## config.mk

```make
export PLATFORM = sky130hd
export DESIGN_NAME = relprime_engine_flat
export DESIGN_NICKNAME = d
export VERILOG_FILES = /design/src/rtl/relprime_pkg.sv /design/src/rtl/relprime_engine_if.sv /design/src/rtl/relprime_engine_gcd_step.sv /design/src/rtl/relprime_engine.sv /design/src/flat_wrapper.sv
export SDC_FILE = /design/constraint.sdc
export NUM_CORES = 1
export LEC_CHECK = 0
export ABC_AREA = 1
export BUFFER_PORTS_ARGS = -buffer_cell sky130_fd_sc_hd__buf_2
export CORE_ASPECT_RATIO = 1.4
export CORE_MARGIN = 3
export CORE_UTILIZATION = 40
export CTS_CLUSTER_DIAMETER = 120
export DETAILED_ROUTE_END_ITERATION = 10
export GPL_TIMING_DRIVEN = 0
export PLACE_DENSITY = 0.53
export REMOVE_ABC_BUFFERS = 1
export SYNTH_ARGS = -nofsm -noshare
export SYNTH_HDL_FRONTEND = slang
export SYNTH_SLANG_ARGS = --single-unit
```

## constraint.sdc

```tcl
create_clock -name CLK -period 5 [get_ports CLK]
set_clock_uncertainty 0.05 [all_clocks]
set_input_delay 0.5 -clock CLK [delete_from_list [all_inputs] [get_ports CLK]]
set_output_delay 0.5 -clock CLK [all_outputs]
set_load 0.02 [all_outputs]
```

## src/rtl/relprime_pkg.sv

```systemverilog
`default_nettype none
// ----------------------------------------------------------------
// relprime_pkg: shared types and constants for relprime_engine (rev 1.0)
// ----------------------------------------------------------------
package relprime_pkg;

  localparam int WIDTH_DEF = 16;
  localparam int M_FIRST   = 2;

  typedef enum logic [2:0] {
    IDLE  = 3'd0,
    LOAD  = 3'd1,
    RUN   = 3'd2,
    CHECK = 3'd3,
    DONE  = 3'd4
  } state_t;

endpackage
`default_nettype wire

```

## src/rtl/relprime_engine_if.sv

```systemverilog
`default_nettype none
// ----------------------------------------------------------------
// relprime_engine_if: start/operand request and result handshake (rev 1.0)
// ----------------------------------------------------------------
interface relprime_engine_if #(
  parameter int WIDTH = 16
) ();

  logic             start;
  logic [WIDTH-1:0] register_value;
  logic [WIDTH-1:0] out;
  logic             done;
  logic             busy;

  modport master (
    output start,
    output register_value,
    input  out,
    input  done,
    input  busy
  );

  modport slave (
    input  start,
    input  register_value,
    output out,
    output done,
    output busy
  );

endinterface
`default_nettype wire

```

## src/rtl/relprime_engine_gcd_step.sv

```systemverilog
`default_nettype none
// ----------------------------------------------------------------
// gcd_step: one compare/subtract step of the subtractive Euclid loop (rev 1.0)
// ----------------------------------------------------------------
module gcd_step #(
  parameter int WIDTH = 16
) (
  input  logic [WIDTH-1:0] a,
  input  logic [WIDTH-1:0] b,
  output logic [WIDTH-1:0] next_a,
  output logic [WIDTH-1:0] next_b,
  output logic             eq
);

  always_comb begin
    next_a = a;
    next_b = b;
    eq     = (a == b);
    if (a > b) begin
      next_a = a - b;
    end else if (b > a) begin
      next_b = b - a;
    end
  end

endmodule
`default_nettype wire

```

## src/rtl/relprime_engine.sv

```systemverilog
`default_nettype none
// ----------------------------------------------------------------
// relprime_engine: finds the smallest m >= 2 coprime to n (rev 1.0)
// ----------------------------------------------------------------
module relprime_engine
  import relprime_pkg::*;
#(
  parameter int WIDTH = WIDTH_DEF
) (
  input  logic               CLK,
  input  logic               RST_N,
  relprime_engine_if.slave   bus
);

  localparam logic [WIDTH-1:0] M_START = WIDTH'(M_FIRST);
  localparam logic [WIDTH-1:0] M_LAST  = '1;
  localparam logic [WIDTH-1:0] ONE     = WIDTH'(1);

  state_t           state;
  state_t           state_next;
  logic [WIDTH-1:0] n;
  logic [WIDTH-1:0] m;
  logic [WIDTH-1:0] a;
  logic [WIDTH-1:0] b;
  logic [WIDTH-1:0] result;
  logic [WIDTH-1:0] next_a;
  logic [WIDTH-1:0] next_b;
  logic             eq;
  logic             done_int;
  logic             busy_int;

  gcd_step #(
    .WIDTH (WIDTH)
  ) u_gcd_step (
    .a      (a),
    .b      (b),
    .next_a (next_a),
    .next_b (next_b),
    .eq     (eq)
  );

  always_ff @(posedge CLK or negedge RST_N) begin
    if (!RST_N) begin
      state <= IDLE;
    end else begin
      state <= state_next;
    end
  end

  always_comb begin
    state_next = state;
    done_int   = 1'b0;
    busy_int   = (state != IDLE);
    unique case (state)
      IDLE: begin
        if (bus.start) begin
          // A zero operand has no coprime, so skip the search entirely.
          state_next = (bus.register_value == '0) ? DONE : LOAD;
        end
      end
      LOAD:  state_next = RUN;
      RUN: begin
        if (eq) begin
          state_next = CHECK;
        end
      end
      CHECK: begin
        if ((a == ONE) || (m == M_LAST)) begin
          state_next = DONE;
        end else begin
          state_next = LOAD;
        end
      end
      DONE: begin
        done_int   = 1'b1;
        state_next = IDLE;
      end
      default: state_next = IDLE;
    endcase
  end

  always_ff @(posedge CLK or negedge RST_N) begin
    if (!RST_N) begin
      n      <= '0;
      m      <= '0;
      a      <= '0;
      b      <= '0;
      result <= '0;
    end else begin
      unique case (state)
        IDLE: begin
          if (bus.start) begin
            n      <= bus.register_value;
            m      <= M_START;
            result <= '0;
          end
        end
        LOAD: begin
          a <= n;
          b <= m;
        end
        RUN: begin
          if (!eq) begin
            a <= next_a;
            b <= next_b;
          end
        end
        CHECK: begin
          // Exhaustion is tested before the increment so m never wraps.
          if (a == ONE) begin
            result <= m;
          end else if (m == M_LAST) begin
            result <= '0;
          end else begin
            m <= m + ONE;
          end
        end
        default: ;
      endcase
    end
  end

  assign bus.out  = result;
  assign bus.done = done_int;
  assign bus.busy = busy_int;

endmodule
`default_nettype wire

```

## src/flat_wrapper.sv

```systemverilog
// flat-port wrapper written by rule: the top's interface ports become plain ports
module relprime_engine_flat import relprime_pkg::*;
#(
  parameter int WIDTH = WIDTH_DEF
)
  (CLK, RST_N, bus_start, bus_register_value, bus_out, bus_done, bus_busy);
  relprime_engine_if #(.WIDTH(WIDTH)) bus_i ();
  input  logic CLK;
  input  logic RST_N;
  input wire logic [$bits(bus_i.start)-1:0] bus_start;
  input wire logic [$bits(bus_i.register_value)-1:0] bus_register_value;
  output wire logic [$bits(bus_i.out)-1:0] bus_out;
  output wire logic [$bits(bus_i.done)-1:0] bus_done;
  output wire logic [$bits(bus_i.busy)-1:0] bus_busy;
  assign bus_i.start = bus_start;
  assign bus_i.register_value = bus_register_value;
  assign bus_out = bus_i.out;
  assign bus_done = bus_i.done;
  assign bus_busy = bus_i.busy;
  relprime_engine #(.WIDTH(WIDTH)) u_core (.CLK(CLK), .RST_N(RST_N), .bus(bus_i));
endmodule
```

==> results of run 1 <==
==> flip-flops by register name, indices dropped and copies added, names as in the netlist <==
register        count
u_core.state        3
u_core.b           16
u_core.bus.out     16
u_core.a           16
u_core.m           16
u_core.n           16
==> kinds of logic after synthesis <==
family / after synthesis
xor+xnor: 13
simple gates: 497
fa+ha+maj: 35
flops: 83
buf+inv: 176
compound gates: 93
mux: 7
==> metal layers <==
| metal | share of wire, % | up-vias | GRT usage, % |
|---|---|---|---|
| li1 | - | 2885 | - |
| met1 | 44 | 2592 | 26.8 |
| met2 | 51 | 80 | 39.7 |
| met3 | 2.3 | 27 | 2.18 |
| met5 | 0 | - | 0 |
| met4 | 2.1 | 0 | 6.03 |
==> path summary, 6_finish.rpt <==
kind,cells past startpoint,slack [ns],to,start
setup / recovery,4,2.19,u_core.bus.out[10],u_core.state[1]
hold / removal,1,0.04,u_core.a[15],RST_N
setup reg to reg,4,2.19,u_core.bus.out[10],u_core.state[1]
hold reg to reg,2,0.44,u_core.bus.out[15],u_core.bus.out[15]
max in group asynchronous,2,4.24,u_core.b[2],RST_N
min in group CLK,3,0.34,u_core.n[13],bus_register_value[13]
==> worst register-to-register path, delay by kind of cell (launching register included) <==
kind	cells	cell delay, ns
compound gates	1	0.43
buf+inv	1	0.05
flops	1	0.44
simple gates	2	1.74
==> final cells by class <==
cell class              instances  area [sq um]  share of cell area, %
clock inverters                 5          37.5                  0.553
repair buffers                 37           210                   3.10
flip-flops and latches         83          2080                   30.6
multi-input cells             645          3390                   49.9
clock buffers                  11           243                   3.57
inverters                     156           593                   8.73
well taps                     192           240                   3.54
==> metrics by stage <==
| step | utilization (%) | instances |
|---|---|---|
| 2_1_floorplan | - | 884 |
| 3_3_place_gp | 42.9 | 1112 |
| 3_5_place_dp | 43.1 | 1113 |
| 4_1_cts | 44.9 | 1129 |
| 5_1_grt | 44.9 | 1129 |
| 6_report | 44.9 | 1129 |
==> cells in the final DEF, fill, tap and decap left out, types with 2 or more instances in the layout <==
cell / n
a21oi_1: 22
and2_1: 2
buf_2: 35
clkbuf_16: 9
clkinvlp_4: 2
dfrtp_1: 83
fa_1: 2
ha_1: 33
inv_1: 143
inv_2: 12
mux2_2: 7
nand2_1: 307
nand2_2: 19
nand2_4: 4
nand2_8: 3
nand3_1: 81
nand4_1: 16
nor2_1: 38
nor2_2: 3
nor2_4: 7
nor3_1: 7
nor4_1: 3
o211ai_1: 3
o21ai_0: 38
o21ai_1: 27
or2_2: 2
xor2_1: 12
==> cells in the mapped netlist <==
cell      number  area share (%)
nand2_1      307              19
inv_1        144             8.7
dfrtp_1       83              34
nand3_1       81             6.6
nor2_1        38             2.3
o21ai_0       38             3.1
ha_1          33             6.7
o21ai_1       27             2.2
a21oi_1       22             1.8
nand2_2       19             1.9
nand4_1       16             1.6
xor2_1        12             1.7
inv_2         11            0.67
buf_2         10            0.81
mux2_2         7             1.3
nor2_4         7             1.3
nor3_1         7            0.57
buf_4          4            0.49
clkbuf_1       4            0.24
nand2_4        4            0.73
nand2_8        3            0.97
nor2_2         3            0.30
nor4_1         3            0.30
o211ai_1       3            0.36
and2_1         2            0.20
fa_1           2            0.65
or2_2          2            0.20
buf_12         1            0.32
buf_6          1            0.18
inv_8          1            0.18
nand3_4        1            0.28
nand3b_1       1            0.12
nor2_8         1            0.32
nor3_2         1            0.16
nor3b_1        1            0.12
o21bai_1       1            0.12
o221ai_1       1            0.14
o22ai_1        1            0.10
xnor2_1        1            0.14
==> power groups by stage <==
stage,Sequential (mW),Combinational [mW],Clock [mW]
floorplan,0.986,2.29,0
global placement,1.03,3.07,0
detailed placement,1.03,3.07,0
CTS,1.02,3.09,0.651
global route,1.05,3.52,0.678
finish,1.02,3.06,0.638
==> reports/metrics.yaml, run 1 <==
status: "finished, final reports clean"
grt-ovfl-total: 0
cts.repair.resized: 0
synth_fa_ha_area_share_pct: 7.32
worstPathRequired_ns: 5.18
p_int_mw: 2.17
cap_violations: 0
gp_congestion: 0.884
path_buf_inv: 1
syn_inst: 904
synthDistinctLibCells: 39
antenna_found_initial: 0
syn_area_per_cell_sq_um: 6.84
area_growth_pct: 9.77
holdBufCountCts: 0
drt_wl_total_mm: 17.7
die_w_um: 111
htree_levels: 3
synthXorXnorAreaFrac_pct: 1.84
p_clk_share_pct: 13.5
grt_start_max_net_pins: 57
dpl_cell_area_sq_mm: 0.00651
setup_slack_ns: 2.19
critPathArrivalTime_ns: 2.99
p_switching_mw: 2.55
hold_viol_final: 0
hold_path.class: "in -> async"
path_clk_slew_ns: 0.06
start_util_pct: 40.9
grt_pass1_vias: 5613
whs_ns: 0.0395
vias: 5584
ys_seq_area_share_pct: 33.6
cp_cell_sequence: "inv_2, nor3_2, nand4_1, o21ai_0"
dp_hpwl_mm: 14.0
synth-compound-area-share_pct: 7.77
end_kind: "flip-flop"
critPathTopFamily: "simple AND/OR/NAND/NOR gates"
clock_latency_ns: 0.33
critPathMaxFanout: 16
startpoint_type: "flip-flop"
io_buffers: 36
cpMaxStageDelayCell: "nor3_2"
num_rows: 53
place_ws_ns: 2.15
sw_frac_of_total_pct: 54.0
drt_iter0_markers: 266
coreArea_sq_mm: 0.0151
dieArea_sq_mm: 0.0170
synth_top_family_by_area: "simple AND/OR/NAND/NOR gates"
vdd_drop_max_mv: 0.231
fin_nets: 986
grt_pass1_wl_mm: 29.5
maxSlewHeadroom_pct: 26.0
yosysWarnings: 0
pwr-share-seq_pct: 21.6
cts_tree: "built"
drc_errors: 0
dr.pass1.iters: 5
power.density_mw_per_mm2: 696
power.total_mw: 4.72
comb_power_share_pct: 64.9
leakage_nw: 3.58
avgRoutedWirePerCell_um: 15.7
postRouteAntennaNets: 0
layout-drive-gt1-share_pct: 12.1
final_area_sq_mm: 0.00679
die_h_um: 153
via_per_inst: 4.95
nFillCells: 1688
num_io_pins: 37
post-route-period-util_pct: 56.2
cts_buffers: 9
n_antenna_cell: 0
grtUsageTotal_pct: 21.6
tightestPinTransition_ns: 1.10
syn-cell-area_sq_mm: 0.00619
period_needed_ns: 2.81
cts.path.max_buffers: 2
critPathKind: "reg -> reg"
ys_ff_latch: 83
numClockSinks: 83
rsz0062_at_grt: "false"
synth.mux.area_fraction_pct: 1.27
cts_root_buf: "clkbuf_16"
post-cts-setup-buffers: 0
drv_slew: 0
setup_violations: 0
fmax_mhz: 356
crit_path_max_incr_delay_ns: 0.87
yosys.area_share.simple_pct: 36.6
fin_setup_tns_ns: 0
No activity file was read; power rests on OpenSTA's default activity.
==> run 2, diff against run 1 <==
==> constraint.sdc (replaced) <==
create_clock -name CLK -period 2.7 [get_ports CLK]
set_clock_uncertainty 0.05 [all_clocks]
set_input_delay 0.27 -clock CLK [delete_from_list [all_inputs] [get_ports CLK]]
set_output_delay 0.27 -clock CLK [all_outputs]
set_load 0.02 [all_outputs]
==> reports/metrics.yaml, run 2 (same netlist as run 1, synthesis figures left out) <==
grt_pass1_wl_mm: 29.6  # +0.31%
comb_power_share_pct: 65.7  # +0.8 points
end_kind: "flip-flop"
layout-drive-gt1-share_pct: 12.7  # +0.65 points
n_antenna_cell: 0  # unchanged
num_io_pins: 37  # unchanged
sw_frac_of_total_pct: 54.0  # about the same
cts.path.max_buffers: 2  # unchanged
setup_violations: 0  # unchanged
critPathMaxFanout: 11  # -5
cpMaxStageDelayCell: "fa_1"
dieArea_sq_mm: 0.0170  # unchanged
dp_hpwl_mm: 14.0  # unchanged
cap_violations: 0  # unchanged
via_per_inst: 4.96  # +0.38%
p_int_mw: 4.14  # +90%
clock_latency_ns: 0.33  # about the same
leakage_nw: 3.62  # +1.1%
layout_common_cells: "nand2_1 (307), inv_1 (143), dfrtp_1 (82)"
hold_viol_final: 0  # unchanged
cts_buffers: 9  # unchanged
cts_tree: "built"
post-route-period-util_pct: 92.6  # +36 points
worstPathRequired_ns: 2.92  # -2.26 ns
vdd_drop_max_mv: 0.433  # +87%
path_clk_slew_ns: 0.07  # about the same
p_clk_share_pct: 13.2  # -0.3 points
critPathTopFamily: "simple AND/OR/NAND/NOR gates"
path_buf_inv: 3  # +2
layout_commonest_cell: "nand2_1"
num_rows: 53  # unchanged
status: "finished, final reports clean"
fin_nets: 993  # +0.71%
pwr-share-seq_pct: 21.1  # -0.5 points
cp_common_cell: "nand2_1"
grt_pass1_vias: 5626  # +0.23%
fmax_mhz: 400  # +12%
die_h_um: 153  # unchanged
period_needed_ns: 2.50  # -0.310 ns
place_ws_ns: -0.153  # -2.30 ns
grt-ovfl-total: 0  # unchanged
cts_root_buf: "clkbuf_16"
dr.pass1.iters: 5  # unchanged
start_util_pct: 40.9  # unchanged
grtUsageTotal_pct: 21.7  # +0.058 points
rsz0062_at_grt: "false"
grt_start_max_net_pins: 57  # unchanged
cp_cell_sequence: "inv_1, ha_1, fa_1, inv_1, nand3_1, nand2_1, nand2_1, nand2_1, nand2_1, nand2_1, nand2_4, nand2_8, inv_8, nand2_4, nand2_2, nand2_1"
area_growth_pct: 11.2
tightestPinTransition_ns: 0.827  # -0.277 ns
drt_iter0_markers: 269  # +1.1%
startpoint_type: "flip-flop"
postRouteAntennaNets: 0  # unchanged
gp_congestion: 0.884  # unchanged
setup_slack_ns: 0.199  # -1.99 ns
hold_path.class: "in -> reg"
drv_slew: 0  # unchanged
die_w_um: 111  # unchanged
maxSlewHeadroom_pct: 44.8  # +19 points
antenna_found_initial: 0  # unchanged
critPathArrivalTime_ns: 2.73  # -0.26 ns
vias: 5640  # +1.0%
power.total_mw: 8.99  # +90%
avgRoutedWirePerCell_um: 15.9  # +1.6%
htree_levels: 3  # unchanged
power.density_mw_per_mm2: 1310  # +88%
critPathKind: "reg -> reg"
coreArea_sq_mm: 0.0151  # unchanged
drc_errors: 0  # unchanged
crit_path_max_incr_delay_ns: 0.43  # -0.44 ns
numClockSinks: 83  # unchanged
drt_wl_total_mm: 18.1  # +2.2%
p_switching_mw: 4.85  # +90%
io_buffers: 36  # unchanged
-- run 2: cell count changes in the layout (fill, tap and decap cells not counted) --
cell | previous run | this run
nand2_8 | 3 | 4
dfrtp_2 | 0 | 1
buf_4 | 1 | 4
buf_12 | 0 | 1
nand2_4 | 4 | 5
dlygate4sd3_1 | 0 | 1
nor3_4 | 0 | 1
dfrtp_1 | 83 | 82
nor3_2 | 1 | 0
-- run 2: worst register-to-register path: cells and delay by family, from the launching register on --
| kind | cells | cell delay (ns) |
|---|---|---|
| AND/OR/NAND/NOR | 11 | 1.10 |
| adder cells (fa/ha/maj) | 2 | 0.64 |
| flip-flops | 1 | 0.39 |
| buffers and inverters | 3 | 0.28 |
-- run 2: area by class of cell --
type	instances	area, sq um
multi-input cells	647	3430
inverters	156	593
repair buffers	42	263
well taps	192	240
clock inverters	5	37.5
flip-flops and latches	83	2080
clock buffers	11	243
fillers	1683	8240
-- run 2: layer usage --
metal / part of all wire, % / global-route usage [%]
met2: 52 / 39.9
met5: 0 / 0
met1: 43 / 26.8
met4: 2.0 / 6.03
met3: 2.9 / 2.18
-- run 2: path summary, 6_finish.rpt --
path                                           end  slack [ns]  cells after the start                   start
max in group asynchronous              u_core.a[1]        1.59                      3                   RST_N
worst min-delay path                  u_core.n[13]        0.11                      3  bus_register_value[13]
min in group asynchronous             u_core.a[15]        0.36                      2                   RST_N
worst min register to register  u_core.bus.out[15]        0.43                      2      u_core.bus.out[15]
worst max register to register         u_core.b[1]        0.20                     16             u_core.a[0]
worst max-delay path                   u_core.b[1]        0.20                     16             u_core.a[0]
-- run 2: what timing repair did --
item,in CTS,in global routing
hold buffers,1,0
pin swaps,1,2
setup endpoints to repair,17,25
setup buffers,1,3
gates cloned,0,2
resized for setup,1,2
endpoints found under the hold margin,27,0
-- run 2: power by group through the flow --
stage               registers, mW  logic (mW)  clock network [mW]
global placement             1.91        5.68                   0
detailed placement           1.91        5.69                   0
CTS                          1.89        5.74                1.21
finish                       1.89        5.91                1.19
global route                 1.94        6.73                1.25
floorplan                    1.83        4.24                   0
-- run 2: stage by stage --
| step | TNS, ns | instance area (sq um) | hold slack [ns] | cells | utilization [%] |
|---|---|---|---|---|---|
| after CTS | 0 | 6820 | 0.102 | 1131 | 45.1 |
| after global placement | -3.10 | 6480 | 0.420 | 1112 | 42.9 |
| final | 0 | 6880 | 0.109 | 1136 | 45.5 |
| after floorplan | 0 | 6060 | -0.0756 | 884 | - |
| after global routing | 0 | 6880 | 0.109 | 1136 | 45.5 |
| after detailed placement | -1.46 | 6510 | 0.177 | 1113 | 43.1 |
==> run 3, diff against run 2 <==
--- a/config.mk
+++ b/config.mk
@@ -5,7 +5,7 @@
 export SDC_FILE = /design/constraint.sdc
 export NUM_CORES = 1
 export LEC_CHECK = 0
-export ABC_AREA = 1
+export ABC_AREA = 0
 export BUFFER_PORTS_ARGS = -buffer_cell sky130_fd_sc_hd__buf_2
 export CORE_ASPECT_RATIO = 1.4
 export CORE_MARGIN = 3
@@ -13,7 +13,7 @@
 export CTS_CLUSTER_DIAMETER = 120
 export DETAILED_ROUTE_END_ITERATION = 10
 export GPL_TIMING_DRIVEN = 0
-export PLACE_DENSITY = 0.53
+export PLACE_DENSITY = 0.54
 export REMOVE_ABC_BUFFERS = 1
 export SYNTH_ARGS = -nofsm -noshare
 export SYNTH_HDL_FRONTEND = slang
==> reports/metrics.yaml, run 3 <==
status: "finished, final reports clean"
rr_worst_depth: 10  # -6
drc_errors: 0  # unchanged
path_clk_slew_ns: 0.07  # about the same
end_kind: "flip-flop"
startpoint_type: "flip-flop"
gp_congestion: 0.855  # -3.3%
synth_top_area_share_pct: 36.2  # +2.6 points
whs_ns: 0.0910  # -0.0183 ns
power.total_mw: 8.91  # -0.91%
num_rows: 51  # -3.8%
path_depth: 10  # -6
grt_pass1_vias: 5000  # -11%
cpMaxStageDelayCell: "a221o_2"
dp_hpwl_mm: 11.7  # -16%
tightestPinTransition_ns: 0.851  # +0.0242 ns
fin_nets: 738  # -26%
cts_root_buf: "clkbuf_16"
layout-drive-gt1-share_pct: 20.3  # +7.6 points
io_buffers: 36  # unchanged
grt_pass1_wl_mm: 26.6  # -10%
path_buf_inv: 2  # -1
syn_area_per_cell_sq_um: 8.75  # +28%
rsz0062_at_grt: "true"
crit_path_max_incr_delay_ns: 0.38  # -0.05 ns
cap_violations: 0  # unchanged
syn_inst: 656  # -27%
setup_violations: 0  # unchanged
clock_latency_ns: 0.34  # about the same
n_antenna_cell: 0  # unchanged
start_util_pct: 41.1  # +0.16 points
leakage_nw: 3.00  # -17%
vdd_drop_max_mv: 0.469  # +8.2%
ys_top_cells_by_area: "dfrtp_1 (36%), ha_1 (7.2%), nand2_1 (6.9%)"
grtUsageTotal_pct: 21.4  # -0.30 points
synthDistinctLibCells: 78  # +100%
grt-ovfl-total: 0  # unchanged
critPathTopFamily: "compound AO/OA/AOI/OAI gates"
antenna_found_initial: 0  # unchanged
numClockSinks: 83  # unchanged
drt_iter0_markers: 260  # -3.3%
period_needed_ns: 2.66  # +0.160 ns
die_w_um: 107  # -3.5%
power.density_mw_per_mm2: 1330  # +2.0%
finalNonFillerCells: 874  # -23%
place_ws_ns: -0.879  # -0.726 ns
drv_slew: 0  # unchanged
hold_path.class: "in -> reg"
critPathMaxFanout: 2  # -9
via_per_inst: 5.80  # +17%
grt_start_max_net_pins: 70  # +23%
post-route-period-util_pct: 98.6  # +5.9 points
hold_viol_final: 0  # unchanged
die_h_um: 148  # -3.5%
postRouteAntennaNets: 0  # unchanged
cts.path.max_buffers: 2  # unchanged
cp_common_cell: "nand2b_4"
cts_buffers: 9  # unchanged
yosysWarnings: 0  # unchanged
syn-cell-area_sq_mm: 0.00574  # -7.2%
synthArstFlopShare_pct: 100  # unchanged
vias: 5072  # -10%
cp_cell_sequence: "inv_1, ha_1, fa_2, nand2b_4, a21oi_4, o31ai_2, nand2b_4, a221o_2, buf_4, mux2_4"
cts_tree: "built"
min_path_cells: 3  # unchanged
htree_levels: 3  # unchanged
dr.pass1.iters: 4  # -1
synthTopCellsByCount: "nand2_1 (105), dfrtp_1 (83), inv_1 (41)"
avgRoutedWirePerCell_um: 18.9  # +19%
synth_flop_cell: "dfrtp_1"
maxSlewHeadroom_pct: 43.0  # -1.8 points
dieArea_sq_mm: 0.0158  # -6.9%
layout_common_cells: "nand2_1 (105), dfrtp_1 (83), inv_1 (41)"
fmax_mhz: 376  # -6.0%
ys_seq_area_share_pct: 36.2  # +2.6 points
drt_wl_total_mm: 16.6  # -8.5%
critPathArrivalTime_ns: 2.83  # +0.10 ns
num_io_pins: 37  # unchanged
ys_ff_latch: 83  # unchanged
critPathKind: "reg -> reg"
coreArea_sq_mm: 0.0140  # -7.6%
utilization_pct: 47.8  # +2.3 points
layout_commonest_cell: "nand2_1"
synth_edf_count: 0  # unchanged
worstPathRequired_ns: 2.87  # -0.05 ns
place_inst: 840  # -25%
setup_slack_ns: 0.0385  # -0.160 ns
synth.most_common_cell: "nand2_1"
synth_top_area_cell: "dfrtp_1"
area_growth_pct: 16.5
## run 3: metrics by stage
step                      TNS [ns]  area (sq um)
final                            0          6690
after global routing       -0.0704          6690
after CTS                        0          6590
after detailed placement    -22.62          6010
after global placement      -43.71          5940
after floorplan              -3.64          5520
## run 3: worst reg2reg max path, delay by kind of cell (launching register included)
| family | cells | cell delay [ns] |
|---|---|---|
| adders and majority gates | 2 | 0.60 |
| and+or+nand+nor | 2 | 0.34 |
| muxes | 1 | 0.29 |
| buffers and inverters | 2 | 0.23 |
| AOI/OAI and AO/OA | 3 | 0.67 |
| DFF | 1 | 0.36 |
## run 3: final timing paths
path	slack, ns	endpoint	start
min reg2reg	0.43	u_core.n[6]	u_core.n[6]
min	0.09	u_core.n[0]	bus_register_value[0]
max in group asynchronous	1.67	u_core.m[15]	RST_N
max reg2reg	0.04	u_core.b[11]	u_core.b[0]
max	0.04	u_core.b[11]	u_core.b[0]
min in group asynchronous	0.30	u_core.b[4]	RST_N
## run 3: what timing repair did
item	in CTS	in global routing
pin swaps	5	8
setup endpoints to repair	48	47
gates resized for setup	25	22
gates cloned	1	0
buffers inserted	15	1
hold buffers	1	0
hold endpoints to repair	14	0
## run 3: cells by family after synthesis
family	synth area share [%]
and+or+nand+nor	21.2
muxes	5.14
xor gates and xnor gates	2.59
AOI/OAI and AO/OA	20.6
DFF	36.2
buffers and inverters	6.45
adders and majority gates	7.89
## run 3: report_power, final
group	internal (mW)	switching, mW
clock	0.738	0.565
sequential	1.62	0.381
combinational	2.32	3.29
## run 3: area by class of cell
| class | instances | area [sq um] |
|---|---|---|
| Clock inverter | 7 | 83.8 |
| Inverter | 41 | 154 |
| Multi-Input combinational cell | 493 | 3510 |
| Clock buffer | 9 | 225 |
| Fill cell | 1348 | 7290 |
| Tap cell | 185 | 231 |
| Sequential cell | 83 | 2080 |
| Timing Repair Buffer | 56 | 403 |
## run 3: per-layer routing
| metal | wire [um] | track usage [%] |
|---|---|---|
| met1 | 7310 | 28.1 |
| met2 | 8230 | 35.4 |
| met3 | 518 | 2.66 |
| met4 | 501 | 8.96 |
| met5 | 0 | 0 |
